`src/rtl/serial_parity_tx.sv`:
```
// LSB-first serial transmitter with frame strobes for the serial parity checker.
// Define SERIAL_PARITY_TX_PARITY_EN to append a generated parity bit to each frame.
module serial_parity_tx #(
  parameter int WIDTH      = 8,
  parameter int ODD_PARITY = 0
) (
  input  logic             clk,
  input  logic             rst,
  input  logic [WIDTH-1:0] din,
  input  logic             din_valid,
  output logic             din_ready,
  output logic             x,
  output logic             x_valid,
  output logic             sof,
  output logic             eof,
  output logic             busy
);

  localparam int CW = (WIDTH > 1) ? $clog2(WIDTH) : 1;
  localparam logic [CW-1:0] LAST = CW'(WIDTH - 1);

  localparam logic [1:0] S_IDLE   = 2'd0;
  localparam logic [1:0] S_SHIFT  = 2'd1;
`ifdef SERIAL_PARITY_TX_PARITY_EN
  localparam logic [1:0] S_PARITY = 2'd2;
  logic r_par;
`else
  localparam logic [CW-1:0] PENULT = CW'(WIDTH - 2);
  logic w_unused_odd;
  assign w_unused_odd = (ODD_PARITY != 0);
`endif

  logic [1:0]       r_state;
  logic [WIDTH-1:0] r_sh;
  logic [CW-1:0]    r_cnt;
  logic             r_x, r_xv, r_sof, r_eof, r_busy;

  // rst is folded in so ready only rises once reset has been released.
  assign din_ready = (r_state == S_IDLE) && !rst;
  assign x         = r_x;
  assign x_valid   = r_xv;
  assign sof       = r_sof;
  assign eof       = r_eof;
  assign busy      = r_busy;

  // r_x holds the bit on the line this cycle, r_cnt its index; bit 0 is
  // loaded on the accept edge so it is on the line one cycle after accept.
  always_ff @(posedge clk or posedge rst) begin
    if (rst) begin
      r_state <= S_IDLE;
      r_sh    <= '0;
      r_cnt   <= '0;
      r_x     <= 1'b0;
      r_xv    <= 1'b0;
      r_sof   <= 1'b0;
      r_eof   <= 1'b0;
      r_busy  <= 1'b0;
`ifdef SERIAL_PARITY_TX_PARITY_EN
      r_par   <= 1'b0;
`endif
    end else begin
      case (r_state)
        S_IDLE: begin
          if (din_valid) begin
            r_state <= S_SHIFT;
            r_sh    <= din >> 1;
            r_cnt   <= '0;
            r_x     <= din[0];
            r_xv    <= 1'b1;
            r_sof   <= 1'b1;
            r_eof   <= 1'b0;
            r_busy  <= 1'b1;
`ifdef SERIAL_PARITY_TX_PARITY_EN
            // Seeded with the parity sense, bit 0 already folded in.
            r_par   <= (ODD_PARITY != 0) ^ din[0];
`endif
          end
        end
        S_SHIFT: begin
          r_sof <= 1'b0;
          if (r_cnt == LAST) begin
`ifdef SERIAL_PARITY_TX_PARITY_EN
            r_state <= S_PARITY;
            r_x     <= r_par;
            r_eof   <= 1'b1;
`else
            r_state <= S_IDLE;
            r_x     <= 1'b0;
            r_xv    <= 1'b0;
            r_eof   <= 1'b0;
            r_busy  <= 1'b0;
`endif
          end else begin
            r_cnt <= r_cnt + 1'b1;
            r_x   <= r_sh[0];
            r_sh  <= r_sh >> 1;
`ifdef SERIAL_PARITY_TX_PARITY_EN
            r_par <= r_par ^ r_sh[0];
`else
            r_eof <= (r_cnt == PENULT);
`endif
          end
        end
`ifdef SERIAL_PARITY_TX_PARITY_EN
        S_PARITY: begin
          r_state <= S_IDLE;
          r_x     <= 1'b0;
          r_xv    <= 1'b0;
          r_eof   <= 1'b0;
          r_busy  <= 1'b0;
        end
`endif
        default: begin
          r_state <= S_IDLE;
          r_xv    <= 1'b0;
          r_busy  <= 1'b0;
        end
      endcase
    end
  end

endmodule

```
`config.mk`:
```
export PLATFORM = sky130hd
export DESIGN_NAME = serial_parity_tx
export DESIGN_NICKNAME = d
export VERILOG_FILES = /design/src/rtl/serial_parity_tx.sv
export SDC_FILE = /design/constraint.sdc
export NUM_CORES = 1
export LEC_CHECK = 0
export CORE_MARGIN = 2
export CORE_UTILIZATION = 50
export CTS_CLUSTER_SIZE = 16
export DETAILED_ROUTE_END_ITERATION = 10
export PLACE_DENSITY = 0.8
export SLEW_MARGIN = 40
export SYNTH_ARGS = -nofsm -noshare
export SYNTH_HDL_FRONTEND = slang
export SYNTH_SLANG_ARGS = --single-unit
```
`constraint.sdc`:
```
create_clock -name clk -period 2.65 [get_ports clk]
set_input_delay 0.795 -clock clk [delete_from_list [all_inputs] [get_ports clk]]
set_output_delay 0.795 -clock clk [all_outputs]
set_load 0.05 [all_outputs]
```
**After elaboration in Yosys (flattened, before gate mapping)**

Index checks and enable logic that the tools add are counted.

- $add $sub $neg: 1
- Eq/ne operators: 6
- Muxes and demuxes: 19
- Reductions and logical operators: 7

Operator list:

| kind | count |
|---|---|
| 8-bit 2-to-1 mux | 2 |
| 8-bit one-hot mux with 2 select lines | 1 |
| 1-bit one-hot mux with 2 select lines | 4 |
| 3-bit == test (second input constant) | 2 |
| 1-bit 2-to-1 mux | 6 |
| 3-bit 2-to-1 mux | 2 |
| 2-bit != test (second input constant) | 3 |
| 3-bit one-hot mux with 2 select lines | 1 |
| 2-bit 2-to-1 mux | 2 |
| 2-bit one-hot mux with 2 select lines | 1 |
| 2-bit AND reduction | 2 |
| 3-bit by 1-bit adder with 3-bit output (second input constant) | 1 |
| 3-bit AND reduction | 1 |
| 2-bit by 1-bit == test with 1-bit output (second input constant) | 1 |
| 2-bit logical NOT | 1 |
| 2-bit nonzero test | 1 |
| 1-bit logical AND | 1 |
| 1-bit logical NOT | 1 |

- Register bits after elaboration: 17
- Input port bits: 11
- Word-level logic and storage cells: 40

**Longest topological paths before layout**

- Depth after elaboration: 3
- Gate-level depth with buffers: 6
- Mapped depth without buffers: 5

**Least setup slack after synthesis**

Ideal clock, no wire load.

- Path kind: register to output
- From: register busy (netlist name)
- To: output port din_ready
- Arrival: 1653 ps
- Data required time: 1855 ps
- Slack: 202 ps
- Cell stages (with the launch flop): 4
- Buffers on the path: 2
- Cells stage by stage: dfrtp_1 > buf_4 > buf_4 > nor2_1

RTL lines:

| item | RTL line | text |
|---|---|---|
| to (decl) | 11 | `output logic din_ready,` |

**Worst setup path after layout**

- From: input port rst
- To: output port din_ready

- Word-level cells in the longest chain between the ends: 2

RTL lines:

| item | RTL line | text |
|---|---|---|
| from (decl) | 8 | `input logic rst,` |
| 1-bit logical NOT (no source line) | -- |  |
| 1-bit logical AND | 39 | `assign din_ready = (r_state == S_IDLE) && !rst;` |

No other way between the ends.

==> flow_summary.json <==
{
  "p_leak_nw": 0.429,
  "portBuffers": 16,
  "die_area_um2": 1770,
  "crit_required_ps": 1860,
  "vdd_ir_drop_max_mv": 0.619,
  "yosysTopAreaCell": "dfrtp_1",
  "gr-total-overflow": 0,
  "cts.sinks": 14,
  "netlist_top_cells_area": "dfrtp_1 (48%), ha_1 (6.9%), mux2i_1 (6.9%)",
  "yosysSeqAreaShare_pct": 48.4,
  "syn2layout_area_growth_pct": 27.6,
  "fp.dieW_um": 42.1,
  "synth-seq-cells": 14,
  "cts_buffer_depth": 2,
  "powerDensity_nw_per_um2": 1200,
  "final.setup.tns_ps": 0,
  "cp_max_fo": 2,
  "clockRootBuffer": "clkbuf_4",
  "clockPowerShare_pct": 13.8,
  "sequentialPowerShare_pct": 34.4,
  "antenna_found_initial": 0,
  "power.switching_w": 0.000470,
  "synth_cell_types": 20,
  "max-slew-margin-rel_pct": 64.6,
  "dr.pass1.iters": 4,
  "worstMarginPinSlew_ps": 530,
  "cts_resized": 0,
  "critPathLaunchType": "input pin",
  "clk_pin_slew_ps": 90,
  "drv_slew": 0,
  "post-route-util_pct": 69.3,
  "fin_hold_ws_ps": 501,
  "vias": 536,
  "num_rows": 13,
  "hp-class": "register to register",
  "arrival_ps": 1550,
  "critical_path_class": "input pin to primary output",
  "syn-cell-area_um2": 724,
  "netlist_top_cells_count": "dfrtp_1 (14), a21oi_1 (6), inv_1 (5), mux2i_1 (5), nor2_1 (5)",
  "drc_errors": 0,
  "final_nets": 103,
  "syn_nets": 85,
  "antenna_cells": 0,
  "fin_skew_ps": 3.34,
  "worst_setup_path_end_kind": "primary output",
  "netlist_instances": 70,
  "grt_usage_pct": 16.4,
  "fin_crit_sh_pct": 88.6,
  "drv_cap": 0,
  "syn_area_per_cell_um2": 10.3,
  "ys_warn_count": 0,
  "vias_per_cell": 5.25,
  "grt_start_max_net_pins": 22,
  "pin_count": 17,
  "async_flop_share_pct": 100,
  "place.gp.congestion": 0.765,
  "place.detailed.hpwl_um": 976,
  "switching_share_pct": 42.2,
  "start_util_pct": 54.3,
  "wl_per_cell_um": 12.9,
  "cts-hold-fix-buffers": 0,
  "drive_gt1_share_pct": 10.3,
  "drt_iter0_markers": 4,
  "cts_buffers": 3,
  "routed_wl_um": 1310,
  "synth_top_area_share_pct": 48.4,
  "die_h_um": 42.1,
  "cts_tree": "built",
  "synth.most_common_cell": "dfrtp_1",
  "status": "complete, no violations",
  "finalHoldViolations": 0,
  "pwr-share-comb_pct": 51.8,
  "clk_latency_ps": 270,
  "htree_levels": 1,
  "synth_top_flop_cell": "dfrtp_1",
  "fin_crit_ps": 2350,
  "grt_pass1_vias": 537,
  "grt_first_pass_wirelength_um": 2260,
  "setup_viol": 0,
  "power.internal_w": 0.000643,
  "core_um2": 1330,
  "post_cts_buffers": 0,
  "synth-edff-count": 0,
  "rsz0062_at_grt": "no",
  "ant_nets": 0,
  "max_freq_ghz": 0.426
}
[flip-flops by register name, indices dropped and copies added, names as in the netlist]
| register | count |
|---|---|
| eof | 1 |
| x | 1 |
| busy | 1 |
| r_cnt | 3 |
| sof | 1 |
| r_sh | 7 |
[final cells by class]
class | instances | area (um2)
Clock buffer | 4 | 36.3
Fill cell | 107 | 409
Inverter | 5 | 18.8
Multi-Input combinational cell | 46 | 320
Sequential cell | 14 | 350
Tap cell | 15 | 18.8
Timing Repair Buffer | 18 | 180
[per-stage QoR]
| step | total power, W | area, um2 | setup slack (ps) | std cells |
|---|---|---|---|---|
| after CTS | 0.00112 | 925 | 299 | 102 |
| after detailed placement | 0.000968 | 888 | 299 | 98 |
| after floorplan | 0.000820 | 724 | 202 | 70 |
| after global placement | 0.000949 | 888 | 306 | 98 |
| after global routing | 0.00119 | 925 | 260 | 102 |
| final | 0.00111 | 925 | 302 | 102 |
[layout by cell type, fill, tap and decap left out]
cell type	instances
clkdlybuf4s50_1	13
clkbuf_4	3
nand2_1	2
a21o_1	3
o21ai_0	1
nand4b_1	1
nand3b_1	2
clkbuf_8	1
a22o_1	1
dfrtp_1	14
a211oi_1	3
nand2b_1	3
o22ai_1	3
buf_12	1
nor2b_1	3
o21ai_1	3
buf_4	4
a21oi_1	6
nor2_1	5
inv_1	5
a32o_1	1
ha_1	4
mux2i_1	5
[power by group through the flow]
stage | Combinational, W | Clock [W] | Sequential [W]
2_1_floorplan | 0.000362 | 0 | 0.000458
3_3_place_gp | 0.000567 | 0 | 0.000382
3_5_place_dp | 0.000579 | 0 | 0.000389
4_1_cts | 0.000581 | 0.000154 | 0.000384
5_1_grt | 0.000627 | 0.000164 | 0.000398
6_report | 0.000577 | 0.000154 | 0.000383
[cell families (layout without fill, tap and decap cells)]
kind of cell	count (synthesis)	after routing	share of synthesized area, %
AOI/OAI and AO/OA	21	21	18.3
and+or+nand+nor	16	16	12.1
DFF	14	14	48.4
buffers and inverters	10	27	7.43
muxes	5	5	6.91
adders and majority gates	4	4	6.91
[final timing paths]
kind | start | to | slack, ps | cells after the start
worst min-delay path | r_sh[5] | r_sh[5] | 500 | 1
worst max register to register | r_cnt[1] | r_cnt[2] | 1070 | 4
min in group asynchronous | rst | r_sh[1] | 870 | 2
worst max-delay path | rst | din_ready | 300 | 3
max in group asynchronous | rst | r_sh[6] | 1420 | 2
worst min register to register | r_sh[5] | r_sh[5] | 500 | 1
[layer usage]
metal	routed length [um]	share of wire, %	GRT usage (%)
met4	0	0	3.75
met1	642	49	21.0
met2	623	48	28.1
met3	45	3.4	3.88
met5	0	0	0
[worst max-delay path, stage by stage]
cell	delay, ps
clkdlybuf4s50_1	410
nor2_1	180
buf_12	170
Note: power is estimated with default switching activity, not from simulation.
